<file path="config.mk">
export PLATFORM = sky130hd
export DESIGN_NAME = band_envelope
export DESIGN_NICKNAME = d
export VERILOG_FILES = /design/src/rtl/band_envelope.sv
export SDC_FILE = /design/constraint.sdc
export NUM_CORES = 1
export LEC_CHECK = 0
export ABC_AREA = 1
export CORE_ASPECT_RATIO = 1.2
export CORE_MARGIN = 4
export CORE_UTILIZATION = 30
export DETAILED_ROUTE_END_ITERATION = 16
export PLACE_DENSITY = 0.57
export SYNTH_ARGS = -nofsm -noshare
export SYNTH_HDL_FRONTEND = slang
export SYNTH_SLANG_ARGS = --single-unit
</file>
<file path="constraint.sdc">
create_clock -name clk -period 8.7 [get_ports clk]
set_clock_uncertainty 0.1 [all_clocks]
set_input_delay 0.87 -clock clk [delete_from_list [all_inputs] [get_ports clk]]
set_output_delay 0.87 -clock clk [all_outputs]
set_load 0.01 [all_outputs]
</file>
<file path="src/rtl/band_envelope.sv">
// Five-band envelope follower: rectifies each band sample and smooths it with a
// per-band leaky integrator, using one shared arithmetic unit stepped by a small FSM.
module band_envelope #(
    parameter int SHIFT = 4,
    parameter int FRAC  = 8
) (
    input  logic       clk,
    input  logic       reset,
    input  logic       sample_ready,
    input  logic [7:0] band0,
    input  logic [7:0] band1,
    input  logic [7:0] band2,
    input  logic [7:0] band3,
    input  logic [7:0] band4,
    output logic [7:0] env0,
    output logic [7:0] env1,
    output logic [7:0] env2,
    output logic [7:0] env3,
    output logic [7:0] env4,
    output logic       env_ready,
    output logic       overrun,
    output logic [1:0] state_dbg
);

    typedef enum logic [1:0] {
        IDLE = 2'd0,
        PROC = 2'd1,
        DONE = 2'd2
    } state_t;

    state_t      state;
    state_t      state_next;
    logic        pending;
    logic [2:0]  idx;
    logic [7:0]  shadow [5];
    logic [14:0] acc    [5];

    logic        busy;
    logic        accept;
    logic [7:0]  cur_x;
    logic [7:0]  neg_x;
    logic [6:0]  mag;
    logic [14:0] acc_cur;
    logic [14:0] acc_upd;

    // Handshake: sample_ready is a valid-only strobe with no backpressure. A strobe is
    // taken only when the block is idle with nothing pending; any strobe seen while a
    // sample is pending or being processed is dropped and latches the sticky overrun.
    assign busy      = pending || (state != IDLE);
    assign accept    = sample_ready && !busy;
    assign state_dbg = state;

    always_ff @(posedge clk or posedge reset) begin
        if (reset) begin
            state <= IDLE;
        end else begin
            state <= state_next;
        end
    end

    always_comb begin
        state_next = state;
        case (state)
            IDLE:    if (pending) state_next = PROC;
            PROC:    if (idx == 3'd4) state_next = DONE;
            DONE:    state_next = IDLE;
            default: state_next = IDLE;
        endcase
    end

    // Shared rectify + integrate unit, operating on the band selected by idx.
    always_comb begin
        cur_x   = shadow[idx];
        neg_x   = 8'd0 - cur_x;
        acc_cur = acc[idx];
        if (cur_x == 8'h80) begin
            mag = 7'd127;
        end else if (cur_x[7]) begin
            mag = neg_x[6:0];
        end else begin
            mag = cur_x[6:0];
        end
        acc_upd = acc_cur - (acc_cur >> SHIFT) + ({8'd0, mag} << (FRAC - SHIFT));
    end

    always_ff @(posedge clk or posedge reset) begin
        if (reset) begin
            pending   <= 1'b0;
            idx       <= 3'd0;
            env_ready <= 1'b0;
            overrun   <= 1'b0;
            env0      <= 8'd0;
            env1      <= 8'd0;
            env2      <= 8'd0;
            env3      <= 8'd0;
            env4      <= 8'd0;
            for (int k = 0; k < 5; k++) begin
                shadow[k] <= 8'd0;
                acc[k]    <= 15'd0;
            end
        end else begin
            env_ready <= (state == DONE);
            if (sample_ready && busy) begin
                overrun <= 1'b1;
            end
            if (accept) begin
                shadow[0] <= band0;
                shadow[1] <= band1;
                shadow[2] <= band2;
                shadow[3] <= band3;
                shadow[4] <= band4;
                pending   <= 1'b1;
            end else if (state == IDLE && pending) begin
                pending <= 1'b0;
                idx     <= 3'd0;
            end
            if (state == PROC) begin
                acc[idx] <= acc_upd;
                idx      <= idx + 3'd1;
            end
            // All five envelopes publish together so consumers never see a mixed set.
            if (state == DONE) begin
                env0 <= {1'b0, acc[0][14:8]};
                env1 <= {1'b0, acc[1][14:8]};
                env2 <= {1'b0, acc[2][14:8]};
                env3 <= {1'b0, acc[3][14:8]};
                env4 <= {1'b0, acc[4][14:8]};
            end
        end
    end

endmodule

</file>
# Word-level counts from Yosys, hierarchy flattened
# Index checks and enable logic that the tools add are counted.
[op_classes]
add_sub_neg = 4
muxes = 19
reduce_logical = 12
n_eq_ne = 7
order_cmp = 2
bitwise_logic = 1
[ops]
columns = ["op", "count"]
rows = [
  ["$bwmux W75", 1],
  ["$bmux W15 S3", 1],
  ["$demux W15 S3", 1],
  ["$mux W15", 3],
  ["$bmux W8 S3", 1],
  ["$mux W8", 2],
  ["$add A15 B11 Y15", 1],
  ["$sub A15 B11 Y15", 1],
  ["$mux W7", 2],
  ["$mux W3", 3],
  ["$eq A8 B8 Y1 const B", 1],
  ["$sub A1 B7 Y7 const A", 1],
  ["$reduce_bool A2 Y1", 3],
  ["$ge A4 B4 Y1 const B", 1],
  ["$logic_and A1 B1 Y1", 4],
  ["$lt A4 B1 Y1 const B", 1],
  ["$mux W2", 2],
  ["$ne A2 B2 Y1 const B", 2],
  ["$not A3 Y4", 1],
  ["$pmux W2 S2", 1],
  ["$reduce_and A2 Y1", 2],
  ["$add A3 B1 Y3 const B", 1],
  ["$eq A3 B3 Y1 const B", 1],
  ["$eq A2 B1 Y1 const B", 1],
  ["6 further kinds", 7],
]
[totals]
word_cells = 65
output_inout_bits = 44
in_bits = 43
ff_bits = 158

# Logic depth before layout (Yosys ltp)
# Gate-level depths: netlist of run 1.
[logic_depth]
depth_word = 9
ltp_mapped = 25
mapped_depth_nobuf = 23

# Worst setup path after synthesis of run 1
# Ideal clock, no wire load.
[synth_timing]
path_kind = "flip-flop to flip-flop"
start = "register idx[0]"
end = "register acc[9] in the netlist's numbering"
period_less_slack_ns = 3.518
stages_incl_launch_ff = 20
setup_ns = 0.126
slack_ns = 5.182
required_time_ns = 8.474
arrival_time_ns = 3.292
n_path_buf = 2
path_cell_list = "dfrtp_1 buf_2 inv_2 buf_2 nand2_1 o21ai_2 ha_1 nand3_2 nor2_2 a21oi_1 fa_1 inv_1 ha_1 o21ai_0 inv_1 nand2_1 nand2_1 or2_2 nand3_1 o21ai_0"
[synth_between]
elab_chain_cells = 9
elab_cells_between_ends = 19
classes_between = "add/sub (3); order compare (2); eq/ne (1); mux (11); bitwise (1); reduce/logical (1)"
[synth_rtl]
columns = ["item", "line", "source"]
rows = [
  ["start, declared", "34", "logic [2:0] idx;"],
  ["start signal, assigned", "119", "idx <= idx + 3'd1;"],
  ["$not A3 Y4 (not written as such) (*)", "73, 75, 118", ""],
  ["$bmux W8 S3", "73", "cur_x = shadow[idx];"],
  ["$mux W8 (not written as such) (2 in a row)", "73", ""],
  ["$sub A1 B7 Y7", "74", "neg_x = 8'd0 - cur_x;"],
  ["$mux W7", "78", "end else if (cur_x[7]) begin"],
  ["$mux W7", "76", "if (cur_x == 8'h80) begin"],
  ["$add A15 B11 Y15", "83", "acc_upd = acc_cur - (acc_cur >> SHIFT) + ({8'd0, mag} << (FRAC - SHIFT));"],
  ["$bwmux W75 (*)", "118", "acc[idx] <= acc_upd;"],
  ["end signal, assigned by index", "118", ""],
  ["end, declared", "36", "logic [14:0] acc [5];"],
]
# Mark *: on every way between the ends. The rest lies on a longest branch, timed or not. The select of a mux whose other input is x is not followed.
# A chain may end at the register's enable or synchronous reset.

# Worst setup path after layout of run 1
[layout_timing]
start = "register idx[1]"
end = "register acc[43] in the netlist's numbering"
# The elaborated chain is that of the path after synthesis.

==> results of run 1 <==
[worst paths after layout]
kind | end | slack, ns | cells after the start
setup reg to reg | acc[43]$_DFFE_PP0P_ | 3.99 | 18
hold / removal | overrun$_DFFE_PP0P_ | 0.36 | 1
max in group asynchronous | acc[23]$_DFFE_PP0P_ | 6.15 | 3
hold reg to reg | overrun$_DFFE_PP0P_ | 0.36 | 1
setup / recovery | acc[43]$_DFFE_PP0P_ | 3.99 | 18
min in group asynchronous | shadow[22]$_DFFE_PP0P_ | 0.82 | 2
[cell usage after synthesis (8+ instances only)]
library cell | count | area (um^2)
nor2_1 | 39 | 146.4
ha_1 | 20 | 250.2
nand2_1 | 241 | 904.6
nand3_1 | 79 | 395.4
o22ai_1 | 10 | 62.56
inv_1 | 86 | 322.8
a21oi_1 | 18 | 90.09
dfrtp_1 | 158 | 3954
mux2_2 | 37 | 416.7
fa_1 | 8 | 160.2
o21ai_0 | 101 | 505.5
buf_2 | 23 | 115.1
[sequential cells by signal, indices dropped and copies added, names as in the netlist]
name and flops:
acc 75, env0 7, env1 7, env2 7
env3 7, env4 7, env_ready 1, idx 3
overrun 1, pending 1, shadow 40, state_dbg 2
[placed cells by master (no fill, tap or decap), types with 7 or more instances in the layout]
cell type / instances
o21ai_0: 101
inv_1: 85
nand3_1: 78
inv_2: 7
clkbuf_16: 17
a21oi_1: 18
ha_1: 20
o22ai_1: 10
fa_1: 8
nand2_1: 241
clkdlybuf4s50_1: 81
dfrtp_1: 158
mux2_2: 37
nor2_1: 39
[logic make-up after synthesis]
family                     after synthesis  share of synthesized area [%]
and+or+nand+nor                        390                          21.30
AOI/OAI and AO/OA                      167                          11.74
DFF                                    158                          48.74
buffers and inverters                  135                          7.435
muxes                                   37                          5.137
adders and majority gates               28                          5.059
xor gates and xnor gates                 5                         0.5400
other                                    1                        0.04623
[per-stage QoR]
stage,utilization (%),instances,instance area [um^2],hold slack (ns),worst slack [ns]
6_report,36.80,1337,9757,0.3649,3.992
5_1_grt,36.80,1337,9757,0.3971,3.538
4_1_cts,36.80,1337,9757,0.3705,4.066
3_5_place_dp,34.55,1305,9161,0.3532,4.078
3_3_place_gp,34.55,1305,9161,0.3517,4.098
2_1_floorplan,-,925,8127,0.3422,3.467
[area by class of cell]
cell class                      instances  share of cell area [%]
Clock buffer                           18                   4.501
Clock inverter                         14                   1.603
Inverter                               96                   3.898
Multi-Input combinational cell        632                   36.64
Sequential cell                       158                   40.52
Tap cell                              335                   4.296
Timing Repair Buffer                   84                   8.541
[routing by layer]
metal	vias up	track usage, %	routed length (um)
met5	-	0	0
met4	0	5.185	386
met3	23	2.862	938
met2	154	22.38	9534
met1	3072	20.08	9726
li1	3157	-	-
==> impl_metrics.env, run 1 <==
export IMPL_drtPass1Iterations=5
export IMPL_multiInputGateArea_um2=3575
export IMPL_rows=65
export IMPL_crit_family="simple AND/OR/NAND/NOR gates"
export IMPL_hold_buffers=0
export IMPL_clock_latency_ns=0.44
export IMPL_antenna_left=0
export IMPL_numCtsBuffers=17
export IMPL_setup_tns_final_ns=0
export IMPL_drc=0
export IMPL_finalCritPeriodShare_pct=54.12
export IMPL_regArea_um2=3954
export IMPL_yosys_warnings=0
export IMPL_cts_max_level=4
export IMPL_syn_area_per_cell_um2=8.807
export IMPL_wire_per_inst_um=15.40
export IMPL_ys_flop_type="dfrtp_1"
export IMPL_ys_seq_area_share_pct=48.74
export IMPL_dp_hpwl_um=14310
export IMPL_critPathMaxStageDelay_ns=0.86
export IMPL_critical_path_class="reg -> reg"
export IMPL_end_kind="flop"
export IMPL_rsz0062_at_grt="no"
export IMPL_grt_pass1_vias=6283
export IMPL_start_kind="flop"
export IMPL_numClockSinks=158
export IMPL_drive_gt1_share_pct=11.28
export IMPL_die_h_um=188.1
export IMPL_drv_cap=0
export IMPL_r2r_start="idx[1]$_DFFE_PP0P_"
export IMPL_core_area_um2=26510
export IMPL_cts_buffer_depth=2
export IMPL_io_pins=87
export IMPL_max_freq_mhz=212.4
export IMPL_drt_total_wl_um=20590
export IMPL_fill_cells=2717
export IMPL_clkSlewWorstSetupHoldPaths_ns=0.07
export IMPL_die_width_um=158.1
export IMPL_relSlewSlack_pct=30.41
export IMPL_async_flop_share_pct=100.0
export IMPL_port_buffers=81
export IMPL_cp_arrival_ns=4.91
export IMPL_finalNetCount=1060
export IMPL_worst_slew_pin_slew_ns=1.044
export IMPL_path_cells="nor2_4 -> nand2_1 -> nand3_1 -> o21ai_2 -> ha_1 -> nand3_2 -> nor2_2 -> o21ai_0 -> nand2_1 -> fa_1 -> ha_1 -> nand2_1 -> nor3_1 -> o21ai_0 -> nand3_1 -> nand2_1 -> nand3_1 -> o21ai_0"
export IMPL_cp_max_fo=34
export IMPL_postCtsSetupBuffers=0
export IMPL_grt_use_total_pct=14.46
export IMPL_grt_pass1_wl_um=33970
export IMPL_ctsResizeCount=0
export IMPL_hold_start="overrun$_DFFE_PP0P_"
export IMPL_crit_slowest_cell="nor2_4"
export IMPL_finalMaxSlewViolations=0
export IMPL_final_hold_viol_count=0
export IMPL_drt_iter0_markers=443
export IMPL_critical_path_buf_inv_count=0
export IMPL_status="finished, final reports clean"
export IMPL_synthCells=921
export IMPL_min_period_ns=4.708
export IMPL_grt_start_max_net_pins=81
export IMPL_viasPerCell=4.791
export IMPL_initial_core_util_pct=30.59
export IMPL_cp_required_ns=8.90
export IMPL_synth_edf_count=0
export IMPL_antenna_found_initial=0
export IMPL_synth_cell_types=41
export IMPL_diodes=0
export IMPL_cp_common_cell="nand2_1"
export IMPL_synth_area_um2=8112
export IMPL_gp_congestion=0.8375
export IMPL_yosys_register_bits=158
export IMPL_min_path_type="reg -> reg"
export IMPL_cts_root_buf="clkbuf_16"
export IMPL_cts_tree="built"
export IMPL_vias=6406
export IMPL_area_delta_synth_final_pct=20.28
export IMPL_die_area_um2=29740
export IMPL_setup_viol_count_final=0
export IMPL_startpoint="idx[1]$_DFFE_PP0P_"
export IMPL_grt_ovfl_total=0
Power of run 1 is left out: the tool's default activity adds up to more than one toggle a clock period on the data nets, which glitch-free logic cannot reach.
==> inputs of run 2 (changes only) <==
Clock period 8.7 ns to 4.92 ns, I/O delays scaled along.
==> run 2 against run 1 <==
Fmax rose by 14%; worst hold slack lost 0.0045 ns; via count is 0.58% lower; die area unchanged; worst setup slack lost 3.2 ns; critical path depth fell by 1; critical path type unchanged.
==> impl_metrics.env, run 2 (synthesized netlist as in run 1, its figures left out) <==
export IMPL_drt_total_wl_um=20530
export IMPL_cts_root_buf="clkbuf_16"
export IMPL_fill_cells=2728
export IMPL_critical_path_class="reg -> reg"
export IMPL_relSlewSlack_pct=33.32
export IMPL_finalCritPeriodShare_pct=83.67
export IMPL_largest_register="acc"
export IMPL_layout_commonest_cell="nand2_1"
export IMPL_numClockSinks=158
export IMPL_viasPerCell=4.742
export IMPL_ctsResizeCount=0
export IMPL_layout_common_cells="nand2_1 (241), dfrtp_1 (158), o21ai_0 (101)"
export IMPL_gp_congestion=0.8978
export IMPL_placed_area_um2=9226
export IMPL_finalInstanceArea_um2=9806
export IMPL_hold_buffers=0
export IMPL_grt_start_max_net_pins=86
export IMPL_drive_gt1_share_pct=11.51
export IMPL_numCtsBuffers=17
export IMPL_rsz0062_at_grt="no"
export IMPL_whs_ns=0.3603
export IMPL_postCtsSetupBuffers=0
export IMPL_multiInputGateArea_um2=3575
export IMPL_antenna_left=0
export IMPL_regToRegSetupSlack_ns=0.80
export IMPL_rows=65
export IMPL_hold_start="overrun$_DFFE_PP0P_"
export IMPL_dp_hpwl_um=14520
export IMPL_reg2regPathDepth=17
export IMPL_worst_slew_pin_slew_ns=1.000
export IMPL_finalMaxSlewViolations=0
export IMPL_wire_per_inst_um=15.29
export IMPL_drt_iter0_markers=405
export IMPL_status="finished, final reports clean"
export IMPL_grt_pass1_vias=6369
export IMPL_die_h_um=188.1
export IMPL_cts_tree="built"
export IMPL_setup_viol_count_final=0
export IMPL_max_freq_mhz=242.9
export IMPL_final_hold_viol_count=0
export IMPL_cp_max_fo=24
export IMPL_drv_cap=0
export IMPL_vias=6369
export IMPL_diodes=0
export IMPL_cts_max_level=4
export IMPL_clock_latency_ns=0.43
export IMPL_largest_reg_flops=75
export IMPL_reg_top3="acc x75, shadow x40"
export IMPL_cts_buffer_depth=2
export IMPL_drtPass1Iterations=5
export IMPL_cp_arrival_ns=4.30
export IMPL_r2r_start="idx[0]$_DFFE_PP0P_"
export IMPL_end_kind="flop"
export IMPL_start_kind="flop"
export IMPL_initial_core_util_pct=30.59
export IMPL_rr_endpoint="acc[9]$_DFFE_PP0P_"
export IMPL_antenna_found_initial=0
export IMPL_drc=0
export IMPL_clkSlewWorstSetupHoldPaths_ns=0.06
export IMPL_die_width_um=158.1
export IMPL_min_path_type="reg -> reg"
export IMPL_min_to="overrun$_DFFE_PP0P_"
export IMPL_min_period_ns=4.116
export IMPL_die_area_um2=29740
export IMPL_hold_depth=1
export IMPL_grt_ovfl_total=0
export IMPL_port_buffers=81
export IMPL_setup_tns_final_ns=0
export IMPL_core_area_um2=26510
export IMPL_area_delta_synth_final_pct=20.89
export IMPL_grt_use_total_pct=14.21
export IMPL_regArea_um2=3954
export IMPL_grt_pass1_wl_um=33560
export IMPL_cp_required_ns=5.11
export IMPL_io_pins=87
export IMPL_finalNetCount=1067
[run 2: per-stage QoR]
stage	std cells	utilization (%)	setup slack [ns]
after floorplan	925	-	0.06479
after global placement	1312	34.80	0.8792
after detailed placement	1312	34.80	0.8163
after CTS	1343	36.98	0.7934
after global routing	1343	36.98	0.4282
final	1343	36.98	0.8035
[run 2: cell type report]
class                           count  area share [%]
Sequential cell                   158           40.32
Multi-Input combinational cell    632           36.46
Timing Repair Buffer               91           9.162
Clock buffer                       20           4.453
Tap cell                          335           4.275
Inverter                           96           3.879
Clock inverter                     11           1.455
[run 2: routing by layer]
layer  GRT usage, %  wire, um  vias up
met3          2.724       955       20
met1          19.69      9745     3004
met5              0         0        -
li1               -         -     3177
met4          4.004       272        0
met2          22.64      9559      168
[run 2: worst max-delay path by stage]
stage	start	end	slack, ns	cells past startpoint
5_1_grt	idx[0]$_DFFE_PP0P_	acc[69]$_DFFE_PP0P_	0.43	17
4_1_cts	idx[0]$_DFFE_PP0P_	acc[9]$_DFFE_PP0P_	0.79	17
3_3_place_gp	idx[0]$_DFFE_PP0P_	acc[67]$_DFFE_PP0P_	0.88	15
6_report	idx[0]$_DFFE_PP0P_	acc[9]$_DFFE_PP0P_	0.80	17
3_5_place_dp	idx[0]$_DFFE_PP0P_	acc[9]$_DFFE_PP0P_	0.82	17
2_1_floorplan	reset	acc[0]$_DFFE_PP0P_	0.06	1
[run 2: worst max-delay path, cell delays in order (launching register included)]
cell	delay [ns]
dfrtp_1	0.47
inv_2	0.40
nand2_1	0.15
o21ai_2	0.22
ha_1	0.21
nand3_2	0.11
nor2_2	0.15
a21oi_1	0.12
fa_1	0.50
inv_1	0.04
ha_1	0.36
o21ai_0	0.39
inv_1	0.11
nand2_1	0.08
nand2_1	0.06
or2_2	0.33
nand3_1	0.08
o21ai_0	0.08
Power of run 2 is left out for the same reason.
